### src/rtl/uart_tx_arbiter_pkg.sv
// Shared constants and types for the UART transmit arbiter.
// Contents: clock/baud constants, the derived minimum byte time, the FSM state enum
// and an index-width helper.
package uart_tx_arbiter_pkg;

    localparam int unsigned SYS_CLK_HZ = 100_000_000;
    localparam int unsigned BAUD       = 115200;
    localparam int unsigned FRAME_BITS = 11;

    // Smallest legal byte time in system clocks (rounded up): 9549 at 100 MHz / 115200.
    localparam int unsigned BYTE_CYCLES_MIN = (SYS_CLK_HZ * FRAME_BITS + BAUD - 1) / BAUD;

    typedef enum logic [1:0] {
        ST_IDLE  = 2'd0,
        ST_ISSUE = 2'd1,
        ST_GAP   = 2'd2
    } state_e;

    // Width of an index into n requesters, never less than one bit.
    function automatic int unsigned idx_width(input int unsigned n);
        return (n > 1) ? $clog2(n) : 1;
    endfunction

endpackage

### src/rtl/uart_tx_arbiter_if.sv
// Byte-producer bus shared by NUM_REQ requesters and the arbiter.
// Signals: req_valid / req_data (byte i at [8i+7:8i]) / req_last driven by the producers,
// req_ready (one-hot) driven by the arbiter. master = producers, slave = arbiter.
interface uart_tx_arbiter_if #(
    parameter int unsigned NUM_REQ = 4
);
    logic [NUM_REQ-1:0]   req_valid;
    logic [8*NUM_REQ-1:0] req_data;
    logic [NUM_REQ-1:0]   req_last;
    logic [NUM_REQ-1:0]   req_ready;

    modport master (
        output req_valid,
        output req_data,
        output req_last,
        input  req_ready
    );

    modport slave (
        input  req_valid,
        input  req_data,
        input  req_last,
        output req_ready
    );
endinterface

### src/rtl/uart_tx_arbiter_rr.sv
// Round-robin picker: first requester after last_ptr (circularly) whose req and mask bits are set.
// Ports: req, mask, last_ptr in; grant_c (one-hot), idx_c, found_c out (all combinational).
module rr_arbiter
    import uart_tx_arbiter_pkg::*;
#(
    parameter  int unsigned NUM_REQ = 4,
    localparam int unsigned IDX_W   = idx_width(NUM_REQ)
) (
    input  logic [NUM_REQ-1:0] req,
    input  logic [NUM_REQ-1:0] mask,
    input  logic [IDX_W-1:0]   last_ptr,
    output logic [NUM_REQ-1:0] grant_c,
    output logic [IDX_W-1:0]   idx_c,
    output logic               found_c
);

    logic [IDX_W-1:0] pos;

    // Scan starts one past the previous winner, so the previous winner comes last.
    always_comb begin
        grant_c = '0;
        idx_c   = '0;
        found_c = 1'b0;
        pos     = '0;
        for (int unsigned k = 1; k <= NUM_REQ; k++) begin
            pos = IDX_W'((32'(last_ptr) + k) % NUM_REQ);
            if (!found_c && req[pos] && mask[pos]) begin
                found_c      = 1'b1;
                idx_c        = pos;
                grant_c[pos] = 1'b1;
            end
        end
    end

endmodule

### src/rtl/uart_tx_arbiter.sv
// Shares one UART transmitter among NUM_REQ byte producers with round-robin arbitration,
// packet lock (with idle timeout) and fixed byte-time pacing of the write strobe.
// Ports: sys_clk_i, sys_rst_ni (sync, active-low); req (slave side of the requester bus,
// req_ready is combinational); uart_wr_o one-cycle strobe, uart_dat_o byte held until the
// next accept, grant_o one-hot owner of the last byte, busy_o high in ISSUE and GAP.
// BYTE_CYCLES must be at least 3; real UART use needs >= BYTE_CYCLES_MIN.
module uart_tx_arbiter
    import uart_tx_arbiter_pkg::*;
#(
    parameter int unsigned NUM_REQ      = 4,
    parameter int unsigned BYTE_CYCLES  = 9600,
    parameter int unsigned LOCK_TIMEOUT = 65535
) (
    input  logic               sys_clk_i,
    input  logic               sys_rst_ni,
    uart_tx_arbiter_if.slave   req,
    output logic               uart_wr_o,
    output logic [7:0]         uart_dat_o,
    output logic [NUM_REQ-1:0] grant_o,
    output logic               busy_o
);

    localparam int unsigned IDX_W = idx_width(NUM_REQ);
    localparam int unsigned GAP_W = $clog2(BYTE_CYCLES);
    localparam int unsigned TO_W  = $clog2(LOCK_TIMEOUT + 2);

    state_e             state;
    logic [GAP_W-1:0]   gap_cnt;
    logic [TO_W-1:0]    to_cnt;
    logic               locked;
    logic [IDX_W-1:0]   owner;
    logic [IDX_W-1:0]   rr_ptr;

    logic               lock_expired_c;
    logic [NUM_REQ-1:0] mask_c;
    logic [NUM_REQ-1:0] cand_grant_c;
    logic [IDX_W-1:0]   cand_idx_c;
    logic               cand_found_c;
    logic [7:0]         cand_data_c;
    logic               cand_last_c;
    logic               handshake_c;

    // An abandoned lock is dropped in the very cycle the timeout is reached.
    assign lock_expired_c = (LOCK_TIMEOUT != 0) && locked && (to_cnt == TO_W'(LOCK_TIMEOUT));
    assign mask_c = (locked && !lock_expired_c) ? (NUM_REQ'(1) << owner) : '1;

    rr_arbiter #(
        .NUM_REQ (NUM_REQ)
    ) u_rr (
        .req      (req.req_valid),
        .mask     (mask_c),
        .last_ptr (rr_ptr),
        .grant_c  (cand_grant_c),
        .idx_c    (cand_idx_c),
        .found_c  (cand_found_c)
    );

    // Ready only in IDLE and only to a valid candidate; held low while reset is asserted.
    assign req.req_ready = (sys_rst_ni && (state == ST_IDLE) && cand_found_c) ? cand_grant_c : '0;
    assign handshake_c   = |req.req_ready;

    // Byte and last flag of the current candidate.
    always_comb begin
        cand_data_c = '0;
        cand_last_c = 1'b0;
        for (int unsigned i = 0; i < NUM_REQ; i++) begin
            if (cand_grant_c[i]) begin
                cand_data_c = req.req_data[8*i +: 8];
                cand_last_c = req.req_last[i];
            end
        end
    end

    // FSM, pacing/timeout counters, lock and registered outputs.
    always_ff @(posedge sys_clk_i) begin
        if (!sys_rst_ni) begin
            state      <= ST_IDLE;
            gap_cnt    <= '0;
            to_cnt     <= '0;
            locked     <= 1'b0;
            owner      <= '0;
            rr_ptr     <= IDX_W'(NUM_REQ - 1);
            uart_wr_o  <= 1'b0;
            uart_dat_o <= '0;
            grant_o    <= '0;
            busy_o     <= 1'b0;
        end else begin
            uart_wr_o <= 1'b0;
            unique case (state)
                ST_IDLE: begin
                    if (handshake_c) begin
                        uart_dat_o <= cand_data_c;
                        grant_o    <= cand_grant_c;
                        rr_ptr     <= cand_idx_c;
                        owner      <= cand_idx_c;
                        locked     <= ~cand_last_c;
                        to_cnt     <= '0;
                        uart_wr_o  <= 1'b1;
                        busy_o     <= 1'b1;
                        state      <= ST_ISSUE;
                    end else if (lock_expired_c) begin
                        locked <= 1'b0;
                        to_cnt <= '0;
                    end else if (locked && (LOCK_TIMEOUT != 0)) begin
                        // Locked with no handshake means the owner is not presenting a byte.
                        to_cnt <= to_cnt + TO_W'(1);
                    end
                end
                ST_ISSUE: begin
                    gap_cnt <= GAP_W'(BYTE_CYCLES - 2);
                    state   <= ST_GAP;
                end
                ST_GAP: begin
                    // Leave as the count reaches zero so IDLE lands exactly BYTE_CYCLES after accept.
                    gap_cnt <= gap_cnt - GAP_W'(1);
                    if (gap_cnt == GAP_W'(1)) begin
                        state  <= ST_IDLE;
                        busy_o <= 1'b0;
                    end
                end
                default: begin
                    state  <= ST_IDLE;
                    busy_o <= 1'b0;
                end
            endcase
        end
    end

endmodule
### src/flat_wrapper.sv
// flat-port wrapper written by rule: the top's interface ports become plain ports
module uart_tx_arbiter_flat import uart_tx_arbiter_pkg::*;
#(
    parameter int unsigned NUM_REQ      = 4,
    parameter int unsigned BYTE_CYCLES  = 9600,
    parameter int unsigned LOCK_TIMEOUT = 65535
)
  (sys_clk_i, sys_rst_ni, uart_wr_o, uart_dat_o, grant_o, busy_o, req_req_valid, req_req_data, req_req_last, req_req_ready);
  uart_tx_arbiter_if #(.NUM_REQ(NUM_REQ)) req_i ();
  input  logic sys_clk_i;
  input  logic sys_rst_ni;
  output logic uart_wr_o;
  output logic [7:0] uart_dat_o;
  output logic [NUM_REQ-1:0] grant_o;
  output logic busy_o;
  input wire logic [$bits(req_i.req_valid)-1:0] req_req_valid;
  input wire logic [$bits(req_i.req_data)-1:0] req_req_data;
  input wire logic [$bits(req_i.req_last)-1:0] req_req_last;
  output wire logic [$bits(req_i.req_ready)-1:0] req_req_ready;
  assign req_i.req_valid = req_req_valid;
  assign req_i.req_data = req_req_data;
  assign req_i.req_last = req_req_last;
  assign req_req_ready = req_i.req_ready;
  uart_tx_arbiter #(.NUM_REQ(NUM_REQ), .BYTE_CYCLES(BYTE_CYCLES), .LOCK_TIMEOUT(LOCK_TIMEOUT)) u_core (.sys_clk_i(sys_clk_i), .sys_rst_ni(sys_rst_ni), .req(req_i), .uart_wr_o(uart_wr_o), .uart_dat_o(uart_dat_o), .grant_o(grant_o), .busy_o(busy_o));
endmodule
### config.mk
export PLATFORM = sky130hd
export DESIGN_NAME = uart_tx_arbiter_flat
export DESIGN_NICKNAME = d
export VERILOG_FILES = /design/src/rtl/uart_tx_arbiter_pkg.sv /design/src/rtl/uart_tx_arbiter_if.sv /design/src/rtl/uart_tx_arbiter_rr.sv /design/src/rtl/uart_tx_arbiter.sv /design/src/flat_wrapper.sv
export SDC_FILE = /design/constraint.sdc
export NUM_CORES = 1
export LEC_CHECK = 0
export ABC_AREA = 1
export CORE_MARGIN = 5
export CORE_UTILIZATION = 30
export CTS_BUF_LIST = sky130_fd_sc_hd__clkbuf_16
export DETAILED_ROUTE_END_ITERATION = 7
export PLACE_DENSITY = 0.51
export SKIP_CTS_REPAIR_TIMING = 1
export SYNTH_ARGS = -nofsm -noshare
export SYNTH_HDL_FRONTEND = slang
export SYNTH_SLANG_ARGS = --single-unit
### constraint.sdc
create_clock -name sys_clk_i -period 3.5 [get_ports sys_clk_i]
set_input_delay 0.525 -clock sys_clk_i [delete_from_list [all_inputs] [get_ports sys_clk_i]]
set_output_delay 0.525 -clock sys_clk_i [all_outputs]
set_load 0.01 [all_outputs]
* Word level (Yosys, flattened, before mapping)
Cells that the tools add are included.
Cells by class: equal/unequal tests 6, bitwise logic cells 5, magnitude comparators 8, shifts and indexed selects 1, reduce and logical (&&, ||, !) cells 30, muxes and demuxes 59, add/sub/neg operators 6
Operator list (number):
- $mux W17 | 3
- $mux W8 | 4
- $pmux W14 S2 | 1
- $mux W1 | 25
- $mux W4 | 6
- $add A17 B1 Y17 const B | 1
- $eq A17 B16 Y1 const B | 1
- $bmux W1 S2 | 8
- $logic_and A1 B1 Y1 | 15
- $eq A14 B1 Y1 const B | 1
- $sub A14 B1 Y14 const B | 1
- $lt A2 B3 Y1 const B | 4
- $mux W2 | 6
- $or A4 B4 Y4 | 3
- $reduce_and A2 Y1 | 5
- $demux W1 S2 | 4
- $ge A2 B1 Y1 const B | 4
- $pmux W2 S3 | 1
- $add A2 B1 Y2 const B | 2
- $add A2 B2 Y2 const B | 2
- $logic_not A1 Y1 | 4
- $ne A2 B1 Y1 const B | 2
- $reduce_bool A2 Y1 | 2
- $reduce_or A4 Y1 | 1
- 8 further kinds | 9
Word-level totals: input bits 42, output and inout port bits 18, register bits after elaboration 52, word-level logic and storage cells 125

* Depth between registers and ports, before layout
Gate-level depths: netlist (run 1).
word-level depth 27, gate-level depth with buffers 24, mapped depth without buffers 23

* Hierarchy
A second synthesis (run 1) with hierarchy kept.
Unflattened totals: cells, all modules 527, area total of the unflattened synthesis 3422.0 um2
By module, submodules not included:
- uart_tx_arbiter | cells each 443, times used 1, area an instance 2935.3 um2
- rr_arbiter | cells each 84, times used 1, area an instance 486.7 um2

* Worst setup path after synthesis (run 1)
Ideal clock, no wire load.
kind flip-flop to flip-flop, from register u_core.rr_ptr[0], to register u_core.to_cnt[2], clock period less this slack 2.814 ns, library setup time 0.132 ns, stages on the path, launching flop included 19, data required time 3.368 ns, slack 0.686 ns, data arrival time 2.681 ns, cell sequence dfxtp_1 -> buf_2 -> inv_2 -> buf_4 -> ha_1 -> o21ai_0 -> nand3b_4 -> nand2_2 -> nor2_4 -> nand3_2 -> nand2_4 -> nand2_4 -> nand2_2 -> nor2_8 -> nand2_4 -> clkinv_2 -> buf_6 -> nand2_1 -> a21oi_1
On the way: cells in the longest elaborated chain, start to end 22, elaborated cells between the ends (all ways) 67, those cells by class add/sub: 4; order compare: 8; mux: 34; bitwise: 3; reduce/logical: 18
Ends and longest elaborated chain:
- start: declaration | RTL line uart_tx_arbiter.sv:32 | logic [IDX_W-1:0] rr_ptr;
- start signal: assignment | RTL line uart_tx_arbiter.sv:82 | rr_ptr <= IDX_W'(NUM_REQ - 1);
- start signal: assignment | RTL line uart_tx_arbiter.sv:94 | rr_ptr <= cand_idx_c;
- parallel branches: the longest is 18 deep, another holds $lt A2 B3 Y1
- $mux W4 * | RTL line uart_tx_arbiter.sv:59 | assign req.req_ready = (sys_rst_ni && (state == ST_IDLE) && cand_found_c) ? cand_grant_c : '0;
- $reduce_or A4 Y1 * | RTL line uart_tx_arbiter.sv:60 | assign handshake_c = |req.req_ready;
- $reduce_bool A3 Y1 (no line)
- $reduce_and A2 Y1 (no line)
- end signal: assignment | RTL line uart_tx_arbiter.sv:106 | to_cnt <= to_cnt + TO_W'(1);
- end: declaration | RTL line uart_tx_arbiter.sv:29 | logic [TO_W-1:0] to_cnt;
Mark *: on every way between the ends. The select of a mux whose other input is x is not followed. A chain may end at the register's enable or synchronous reset.

* Final worst setup path (run 1)
from register u_core.to_cnt[0], to output port req_req_ready[0]
On the way: cells in the longest elaborated chain, start to end 23, elaborated cells between the ends (all ways) 36, those cells by class eq/ne: 1; mux: 18; bitwise: 3; reduce/logical: 14
Ends and longest elaborated chain:
- $eq A17 B16 Y1 * | RTL line uart_tx_arbiter.sv:44 | assign lock_expired_c = (LOCK_TIMEOUT != 0) && locked && (to_cnt == TO_W'(LOCK_TIMEOUT));
- $logic_and A1 B1 Y1 * | RTL line uart_tx_arbiter.sv:44
- $logic_not A1 Y1 * | RTL line uart_tx_arbiter.sv:45 | assign mask_c = (locked && !lock_expired_c) ? (NUM_REQ'(1) << owner) : '1;
- $logic_and A1 B1 Y1 * | RTL line uart_tx_arbiter.sv:45
- $mux W4 * | RTL line uart_tx_arbiter.sv:45
- $bmux W1 S2 | RTL line uart_tx_arbiter_rr.sv:27 | if (!found_c && req[pos] && mask[pos]) begin
- $mux W1 (not written as such) | RTL line uart_tx_arbiter_rr.sv:27
- $logic_and A1 B1 Y1 | RTL line uart_tx_arbiter_rr.sv:27
- (+5 left out)
- $logic_not A1 Y1 | RTL line uart_tx_arbiter_rr.sv:27
- $logic_and A1 B1 Y1 (2 in series) | RTL line uart_tx_arbiter_rr.sv:27
- $mux W1 | RTL line uart_tx_arbiter_rr.sv:27
- $logic_not A1 Y1 | RTL line uart_tx_arbiter_rr.sv:27
- $logic_and A1 B1 Y1 (2 in series) | RTL line uart_tx_arbiter_rr.sv:27
- $mux W1 | RTL line uart_tx_arbiter_rr.sv:27
- $logic_and A1 B1 Y1 | RTL line uart_tx_arbiter.sv:59
- $mux W4 * | RTL line uart_tx_arbiter.sv:59
- end: declaration | RTL line flat_wrapper.sv:19 | output wire logic [$bits(req_i.req_ready)-1:0] req_req_ready;
Mark *: on every way between the ends. The rest lies on a longest branch, timed or not. The select of a mux whose other input is x is not followed.

==> run summary, run 1 <==
The flow ran to the end, and the final reports show no timing, DRC or antenna violations. Detailed placement ended at an HPWL of 7.25 mm. Cell internal power was estimated by the tool at 0.00199 W. In this run the remaining antenna-violating nets after routing total 0. The tools report the part of the power in registers as 0.228. At the pin with the least slew margin, the transition time is 545 ps. From synthesis to final layout, the design area changed by 29.3%.

Subtracting the final worst setup slack from the clock period gives 3060 ps. After clock tree synthesis, the clock-pin slew on the worst setup and hold paths is 70 ps. The chip height is 117 microns. For this run, the post-layout net count is 631. The global placer's final weighted congestion was 0.869; the upper clock frequency limit was 327 MHz. The detailed router placed 3,457 vias in this run. Including well taps, the total number of placed cells is 711. The final worst-path cycle share came out at 0.873. The tools report the max-slew violation count as 0.

The tools report the final routed wirelength across all metal layers as 9.51 mm. Dividing the detail-routed via count by the number of cells gives 4.80. The clock power share is 0.149, and the largest fanout on the critical path is 9.

The logs give 0.304 for the initial core utilization and 0.00188 W for the switching component of the power. The global routing met1 resource utilization was 0.185; the chip width was 117 microns. The core area is 0.0113 sq mm.

Peak-usage layer in the global routing report: met2. The tree is rooted in a sky130_fd_sc_hd__clkbuf_16. Post-route non-filler standard cell count: 720.

The power per cell area is 870 mW/mm^2, and the largest net degree at the start of global routing is 29. CTS built an H-tree with a depth of 2. For this run the aggregate overflow at the end of global routing stands at 0. The number of nets handed over by synthesis was 568. The logs give 3,263 for the number of global-route vias before repair and 0 for the number of max-cap violations. After detailed placement, the total cell area comes to 0.00421 sq mm. Counting every instance in the synthesized netlist gives 513. The TritonCTS buffer count was 5. 60 I/O pins were placed. Yosys printed 0 warnings. The logs give 2 for the clock tree buffer depth and 0.632 for the relative slew slack. The number of endpoints with negative hold slack in the final report is 0. The synthesized area per cell works out to 6.71 sq um. The top cell types in the final layout, fill and taps aside, are sky130_fd_sc_hd__nand2_1, sky130_fd_sc_hd__a21oi_1, sky130_fd_sc_hd__inv_1, sky130_fd_sc_hd__clkdlybuf4s50_1.

The repair_antennas step left the layout with diodes totalling 0. Leaving out fill and tap cells, the most frequent cell in the layout is sky130_fd_sc_hd__nand2_1. At the later pin of the worst-skew pair, clock insertion delay measures 290 ps. For this run, design rule violations remaining after detail routing come to 0. Setup repair after global routing left no endpoint under its margin. In the final routed layout, each cell accounts on average for 13.2 microns. The logs give 2970 ps for the required time of the critical path and 0.230 for the met2 track demand over resource in global routing.

The switching portion of total power was 0.486. The floorplan step defined a die boundary enclosing 0.0137 sq mm. The min-delay analysis places its worst path in the category reg2reg.

Clock skew on the completed layout was measured at 5.20 ps. The end-of-flow core utilization was 0.393. The synthesized design contains 52 register bits. The post-route worst hold slack was 469 ps; the fraction of final layout cells with drive strength greater than 1 was 0.111.

The site row count was 39. The cell area after layout came out at 0.00445 sq mm. The mapped netlist covers 0.00344 sq mm.

First-pass GRT wire length: 15.4 mm. The category of the most critical setup path was reg2out. Adding up every negative setup slack in the final design gives 0 ps. The worst supply voltage drop on vdd was 0.000414 V. Critical path launch point type: a flip-flop.

TritonCTS built the clock tree. Setup violations remaining at the end of the flow were counted as 0. Sort of element at the end of the critical path: a primary output. The total global-route track usage is 0.137, and the count of input and output buffers is 59.

The share of the yosys chip area belonging to registers is 0.302, and the clock sink count is 52. The tools report the unique cell type count in the Yosys netlist as 39. Before antenna repair, the detailed router went through 4 iterations.

In this run, the number of DRC markers left after iteration 0 of detailed routing was 190. For this design the static power due to leakage is 1.91 nW. The arrival time of data at the critical path endpoint was 2530 ps; the initial antenna violation count was 0. The global-route track usage on met3 is 0.0185, and the share of power burned in combinational logic is 0.623.
==> synth_stat cells <==
library cell / count / area (sq um)
sky130_fd_sc_hd__clkinv_1: 2 / 7.51
sky130_fd_sc_hd__nor4_1: 3 / 18.8
sky130_fd_sc_hd__clkinv_2: 1 / 5.00
sky130_fd_sc_hd__buf_2: 5 / 25.0
sky130_fd_sc_hd__nand3b_4: 1 / 20.0
sky130_fd_sc_hd__o2111ai_1: 9 / 78.8
sky130_fd_sc_hd__nand3_4: 1 / 17.5
sky130_fd_sc_hd__inv_1: 56 / 210
sky130_fd_sc_hd__o21ai_1: 2 / 10.0
sky130_fd_sc_hd__xor2_1: 8 / 70.1
sky130_fd_sc_hd__inv_2: 7 / 26.3
sky130_fd_sc_hd__o21ai_0: 12 / 60.1
sky130_fd_sc_hd__clkbuf_1: 4 / 15.0
sky130_fd_sc_hd__dfxtp_1: 52 / 1040
sky130_fd_sc_hd__nand2_1: 109 / 409
sky130_fd_sc_hd__nor2_2: 3 / 18.8
sky130_fd_sc_hd__nand3_1: 35 / 175
sky130_fd_sc_hd__nor3_1: 15 / 75.1
sky130_fd_sc_hd__o41ai_1: 1 / 8.76
sky130_fd_sc_hd__nor2_1: 50 / 188
sky130_fd_sc_hd__a31oi_1: 2 / 12.5
sky130_fd_sc_hd__nor2_8: 2 / 40.0
sky130_fd_sc_hd__or2_2: 1 / 6.26
sky130_fd_sc_hd__o21ai_2: 1 / 8.76
sky130_fd_sc_hd__nand4_2: 2 / 25.0
sky130_fd_sc_hd__buf_1: 2 / 7.51
sky130_fd_sc_hd__xnor2_1: 4 / 35.0
sky130_fd_sc_hd__o211ai_1: 3 / 22.5
sky130_fd_sc_hd__ha_1: 13 / 163
sky130_fd_sc_hd__nand2_2: 11 / 68.8
sky130_fd_sc_hd__nand2_4: 4 / 45.0
sky130_fd_sc_hd__buf_4: 2 / 15.0
sky130_fd_sc_hd__a21oi_1: 64 / 320
sky130_fd_sc_hd__o311ai_0: 1 / 8.76
sky130_fd_sc_hd__o22ai_1: 2 / 12.5
sky130_fd_sc_hd__buf_6: 2 / 22.5
sky130_fd_sc_hd__nor2_4: 2 / 22.5
sky130_fd_sc_hd__nand4_1: 17 / 106
sky130_fd_sc_hd__nand3_2: 2 / 20.0
==> state kept, by name (all words and copies together), names as in the netlist <==
signal / flops
u_core.uart_dat_o: 8
u_core.busy_o: 1
u_core.gap_cnt: 14
u_core.grant_o: 4
u_core.to_cnt: 17
u_core.uart_wr_o: 1
u_core.owner: 2
u_core.state: 2
u_core.rr_ptr: 2
u_core.locked: 1
==> final cells by class <==
class | instances | area, sq um
tap | 143 | 179
clock inverter | 3 | 46.3
clock buffer | 5 | 125
sequential | 52 | 1040
timing repair buffer | 71 | 691
multi-input combinational | 380 | 2110
inverter | 66 | 254
fill | 1214 | 6870
==> path summary, 6_finish.rpt <==
check	cells after the start	slack, ps	start	to
worst max-delay path	18	440	u_core.to_cnt[0]	req_req_ready[0]
worst min-delay path	2	470	u_core.grant_o[1]	u_core.grant_o[1]
worst max register to register	21	460	u_core.to_cnt[0]	u_core.rr_ptr[1]
worst min register to register	2	470	u_core.grant_o[1]	u_core.grant_o[1]
==> power groups by stage <==
stage	logic, W	clock network (W)	registers [W]
finish	0.00241	0.000577	0.000885
CTS	0.00237	0.000588	0.000882
floorplan	0.00170	0	0.000894
detailed placement	0.00236	0	0.000894
global route	0.00272	0.000621	0.000907
global placement	0.00234	0	0.000890
==> critical path, stage by stage, from the launching register on <==
cell and delay [ps]:
sky130_fd_sc_hd__dfxtp_2 350, sky130_fd_sc_hd__ha_4 170, sky130_fd_sc_hd__nand3_1 110, sky130_fd_sc_hd__inv_2 60, sky130_fd_sc_hd__nand2_2 80, sky130_fd_sc_hd__inv_2 50
sky130_fd_sc_hd__nand2_4 110, sky130_fd_sc_hd__nand4_1 120, sky130_fd_sc_hd__nand2_1 130, sky130_fd_sc_hd__nand2_2 60, sky130_fd_sc_hd__nand3b_4 160, sky130_fd_sc_hd__nand2_4 70
sky130_fd_sc_hd__nor2_4 170, sky130_fd_sc_hd__nand2_1 110, sky130_fd_sc_hd__nand2_2 90, sky130_fd_sc_hd__inv_4 60, sky130_fd_sc_hd__nand2_2 100, sky130_fd_sc_hd__inv_1 60
sky130_fd_sc_hd__dlymetal6s2s_1 170
==> cells by family after synthesis <==
group	synth area share
DFF	0.302
xor gates and xnor gates	0.0305
buffers and inverters	0.0971
AOI/OAI and AO/OA	0.158
and+or+nand+nor	0.365
adders and majority gates	0.0473
==> per-stage QoR <==
stage          total power, W  worst slack (ps)
2_1_floorplan         0.00259               686
6_report              0.00387               444
5_1_grt               0.00425               150
3_5_place_dp          0.00326               178
4_1_cts               0.00384             -71.8
3_3_place_gp          0.00323               229
==> routing by layer <==
layer	vias up	wire length, microns
met5	-	0
met4	0	118
met3	10	473
met2	66	4310
met1	1558	4610
li1	1823	-
Power figures use the tool's default switching activity.
==> run 2, diff against run 1 <==
Settings changed: CELL_PAD_IN_SITES_DETAIL_PLACEMENT from default to 2, CELL_PAD_IN_SITES_GLOBAL_PLACEMENT from default to 2, CORE_UTILIZATION 30 to 29, PLACE_DENSITY 0.51 to 0.81.
Clock period 3.5 ns to 3 ns, I/O delays scaled along.
==> run 2 against run 1 <==
Global-route usage increased by 4.9 points. Worst hold slack better by 16 ps. Register-to-register slack worse by 470 ps. Combinational power up 48%. Total power grew 37%. Non-clock buffer count is 33 higher. Wire length is 57% higher. Final cell count rose by 4.7%. Die area grew 3.1%. Worst setup slack worse by 450 ps. The run now ends with setup timing left. Core utilization rose by 3.1 points.
==> run summary, run 2 (same netlist as run 1, synthesis figures left out) <==
Post-detailed-route count of antenna-violating nets: 0 (unchanged). The count of boundary I/O pins came out at 60 (unchanged). For the final-report setup violation count, the log shows 1 (was 0).

The sort of element at the end of the critical path was a flip-flop (was a primary output). The total chip power was 0.00531 W (was 0.00387 W). The category of the most critical setup path is reg2reg (was reg2out). The number of remaining DRC errors was 0 (unchanged); the fraction of final layout cells with drive strength greater than 1 was 0.219 (was 0.111). The tools report the largest net degree at the start of global routing as 29 (unchanged). First element of the critical path: u_core.to_cnt[7] (was u_core.to_cnt[0]). The run gives -8 ps (was 460 ps) as the slack of the worst reg-to-reg path. Top library cells by usage in the layout, fill and taps aside: sky130_fd_sc_hd__nand2_1, sky130_fd_sc_hd__a21oi_1, sky130_fd_sc_hd__clkdlybuf4s50_1, sky130_fd_sc_hd__inv_1, sky130_fd_sc_hd__nor2_1 (was sky130_fd_sc_hd__nand2_1, sky130_fd_sc_hd__a21oi_1, sky130_fd_sc_hd__inv_1, sky130_fd_sc_hd__clkdlybuf4s50_1). The tools report the number of detailed-routing iterations run before antenna repair as 4 (unchanged). The worst min-delay path category is reg2reg (unchanged).

The logs give 2 (unchanged) for the H-tree depth and 0.571 (was 0.632) for the relative slew slack. The tools report the final routed wirelength across all metal layers as 14.9 mm (was 9.51 mm). The count of input and output buffers came out at 59 (unchanged). The logs give 3210 ps (was 2530 ps) for the arrival time of data at the critical path endpoint and 39 (unchanged) for the site row count. The layout overhead on the synthesized area was 41.9% (was 29.3%); the post-route non-filler standard cell count was 754 (was 720). Setup repair after global routing could not meet its margin everywhere.

The required time of the critical path was 3200 ps (was 2970 ps); the number of cells on the worst reg-to-reg path was 21 (unchanged). The final reports fail on setup timing. Most common cell after layout, fill and taps aside: sky130_fd_sc_hd__nand2_1 (unchanged).

The chip width was 119 microns (was 117 microns). The number of placed instances, taps included is 725 (was 711), and the wire length per cell after detailed routing is 19.8 microns (was 13.2 microns). For the sum of net half-perimeters after detailed placement, the log shows 10.0 mm (was 7.25 mm). The upper clock frequency limit was 332 MHz. The run gives 0.0115 sq mm (was 0.0113 sq mm) as the core area. Number of max-cap violations: 0 (unchanged). The chip height works out to 119 microns (was 117 microns). The number of global-route vias before repair is 4,181 (was 3,263). The register bank with the most flops is u_core.to_cnt (unchanged). The final total negative setup slack is -8.47 ps (was 0 ps).

The max-slew violation count is 0 (unchanged), and the clock-pin slew on the worst setup and hold paths is 80 ps (was 70 ps). The total global-route track usage was 0.185 (was 0.137); the global route total overflow was 0 (unchanged). The run gives 0.00431 sq mm (was 0.00421 sq mm) as the post-placement cell area. The tools report the worst-skew pair later-pin latency as 300 ps (was 290 ps). The logs give 0.819 (was 0.869) for the global placer's final weighted congestion and 0 (unchanged) for the number of endpoints with negative hold slack in the final report. The root buffer selected by CTS was sky130_fd_sc_hd__clkbuf_16 (unchanged). The area of the die came out at 0.0141 sq mm (was 0.0137 sq mm). Actual transition at the worst max-transition pin: 638 ps (was 545 ps). The first-pass GRT wire length is 22.0 mm (was 15.4 mm). The run gives 5 (unchanged) as the TritonCTS buffer count. The number of design-rule violations left by the first detailed-router iteration is 170 (was 190), and the largest fanout on the critical path is 8 (was 9). The power per cell area was 1090 mW/mm^2 (was 870 mW/mm^2); the final worst-path cycle share was 1.00.

The tools report the clock tree buffer depth as 2 (unchanged). The minimum clock period came out at 3010 ps. TritonCTS built the clock tree. Diode insertion count for antenna repair: 0 (unchanged). Largest registers: u_core.to_cnt (17), u_core.gap_cnt (14), u_core.uart_dat_o (8) (unchanged). Initial antenna violation count: 0 (unchanged). The last element of the critical path was u_core.to_cnt[11] (was req_req_ready[0]).

The logs give 4.85 ps (was 5.20 ps) for the setup skew after layout and 0.299 (was 0.304) for the initial core utilization. The cell area after layout is 0.00488 sq mm (was 0.00445 sq mm). The via-per-instance ratio works out to 5.18 (was 4.80).

The net total in the final layout is 665 (was 631), and the leakage power summed over all cells is 2.09 nW (was 1.91 nW). The worst supply voltage drop on vdd is 0.000416 V (was 0.000414 V). The destination of the worst register-to-register timing path was u_core.to_cnt[11] (was u_core.rr_ptr[1]). For the slack of the critical path, the log shows -8.47 ps (was 444 ps).

The critical path launch point type was a flip-flop (unchanged). The flip-flop count of the largest register after layout is 17 (unchanged), and the total number of vias is 3,908 (was 3,457). Worst reg2reg path startpoint: u_core.to_cnt[7] (was u_core.to_cnt[0]). The post-route worst hold slack was 485 ps (was 469 ps). The run finished, with violations left. The clock sink count came out at 52 (unchanged).
run 2: changes by cell type in the layout (fill, tap and decap cells not counted), sizes merged:
cell / before / now
buf: 12 / 47
nand2: 124 / 125
inv: 64 / 65
clkinvlp: 1 / 3
clkinv: 3 / 0
clkbuf: 5 / 7
dlymetal6s2s: 4 / 0
run 2: worst min path at each step:
stage,to,start,cells past startpoint,slack [ps]
floorplan,u_core.to_cnt[13],u_core.to_cnt[13],2,450
global route,u_core.to_cnt[13],u_core.to_cnt[13],2,520
finish,u_core.to_cnt[13],u_core.to_cnt[13],2,480
global placement,u_core.grant_o[1],u_core.grant_o[1],2,450
CTS,u_core.to_cnt[13],u_core.to_cnt[13],2,490
detailed placement,u_core.grant_o[0],u_core.grant_o[0],2,480
run 2: final cells by class:
class / count / area, sq um
clock inverters: 3 / 46.3
fillers: 1363 / 6630
well taps: 143 / 179
multi-input cells: 381 / 2230
clock buffers: 5 / 125
flip-flops and latches: 52 / 1060
repair buffers: 104 / 968
inverters: 66 / 273
run 2: critical path: stages (launching register included):
cell                       delay, ps
sky130_fd_sc_hd__dfxtp_1         420
sky130_fd_sc_hd__nand2_1         160
sky130_fd_sc_hd__nor2_4          190
sky130_fd_sc_hd__nand2_4          90
sky130_fd_sc_hd__inv_6            90
sky130_fd_sc_hd__nand2_4          70
sky130_fd_sc_hd__nand4_1         110
sky130_fd_sc_hd__nand2_1          90
sky130_fd_sc_hd__nand2_2          80
sky130_fd_sc_hd__nand3b_4        160
sky130_fd_sc_hd__nand3_4         150
sky130_fd_sc_hd__nor2_1           60
sky130_fd_sc_hd__nor2_1          100
sky130_fd_sc_hd__nand2_1          90
sky130_fd_sc_hd__nand2_2          90
sky130_fd_sc_hd__buf_4           120
sky130_fd_sc_hd__nand2_4          60
sky130_fd_sc_hd__nor2_8          160
sky130_fd_sc_hd__buf_6           170
sky130_fd_sc_hd__buf_8           130
sky130_fd_sc_hd__nand3_1          70
sky130_fd_sc_hd__a21oi_1         240
run 2: where the power goes:
group	switching (W)	internal [W]
clock network	0.000290	0.000398
logic	0.00218	0.00139
registers	0.000160	0.000889
total	0.00263	0.00268
run 2: layer usage:
metal,wire [microns],track usage,share of wire,up-vias
li1,-,-,-,1897
met1,6380,0.229,0.43,1931
met2,7910,0.348,0.53,57
met3,338,0.0237,0.023,23
met4,265,0.0304,0.018,0
met5,0,0,0,-
run 2: per-stage QoR:
stage	worst slack, ps	utilization
2_1_floorplan	186	-
4_1_cts	-425	0.390
5_1_grt	-222	0.424
3_5_place_dp	-127	0.375
3_3_place_gp	14.2	0.375
6_report	-8.47	0.424
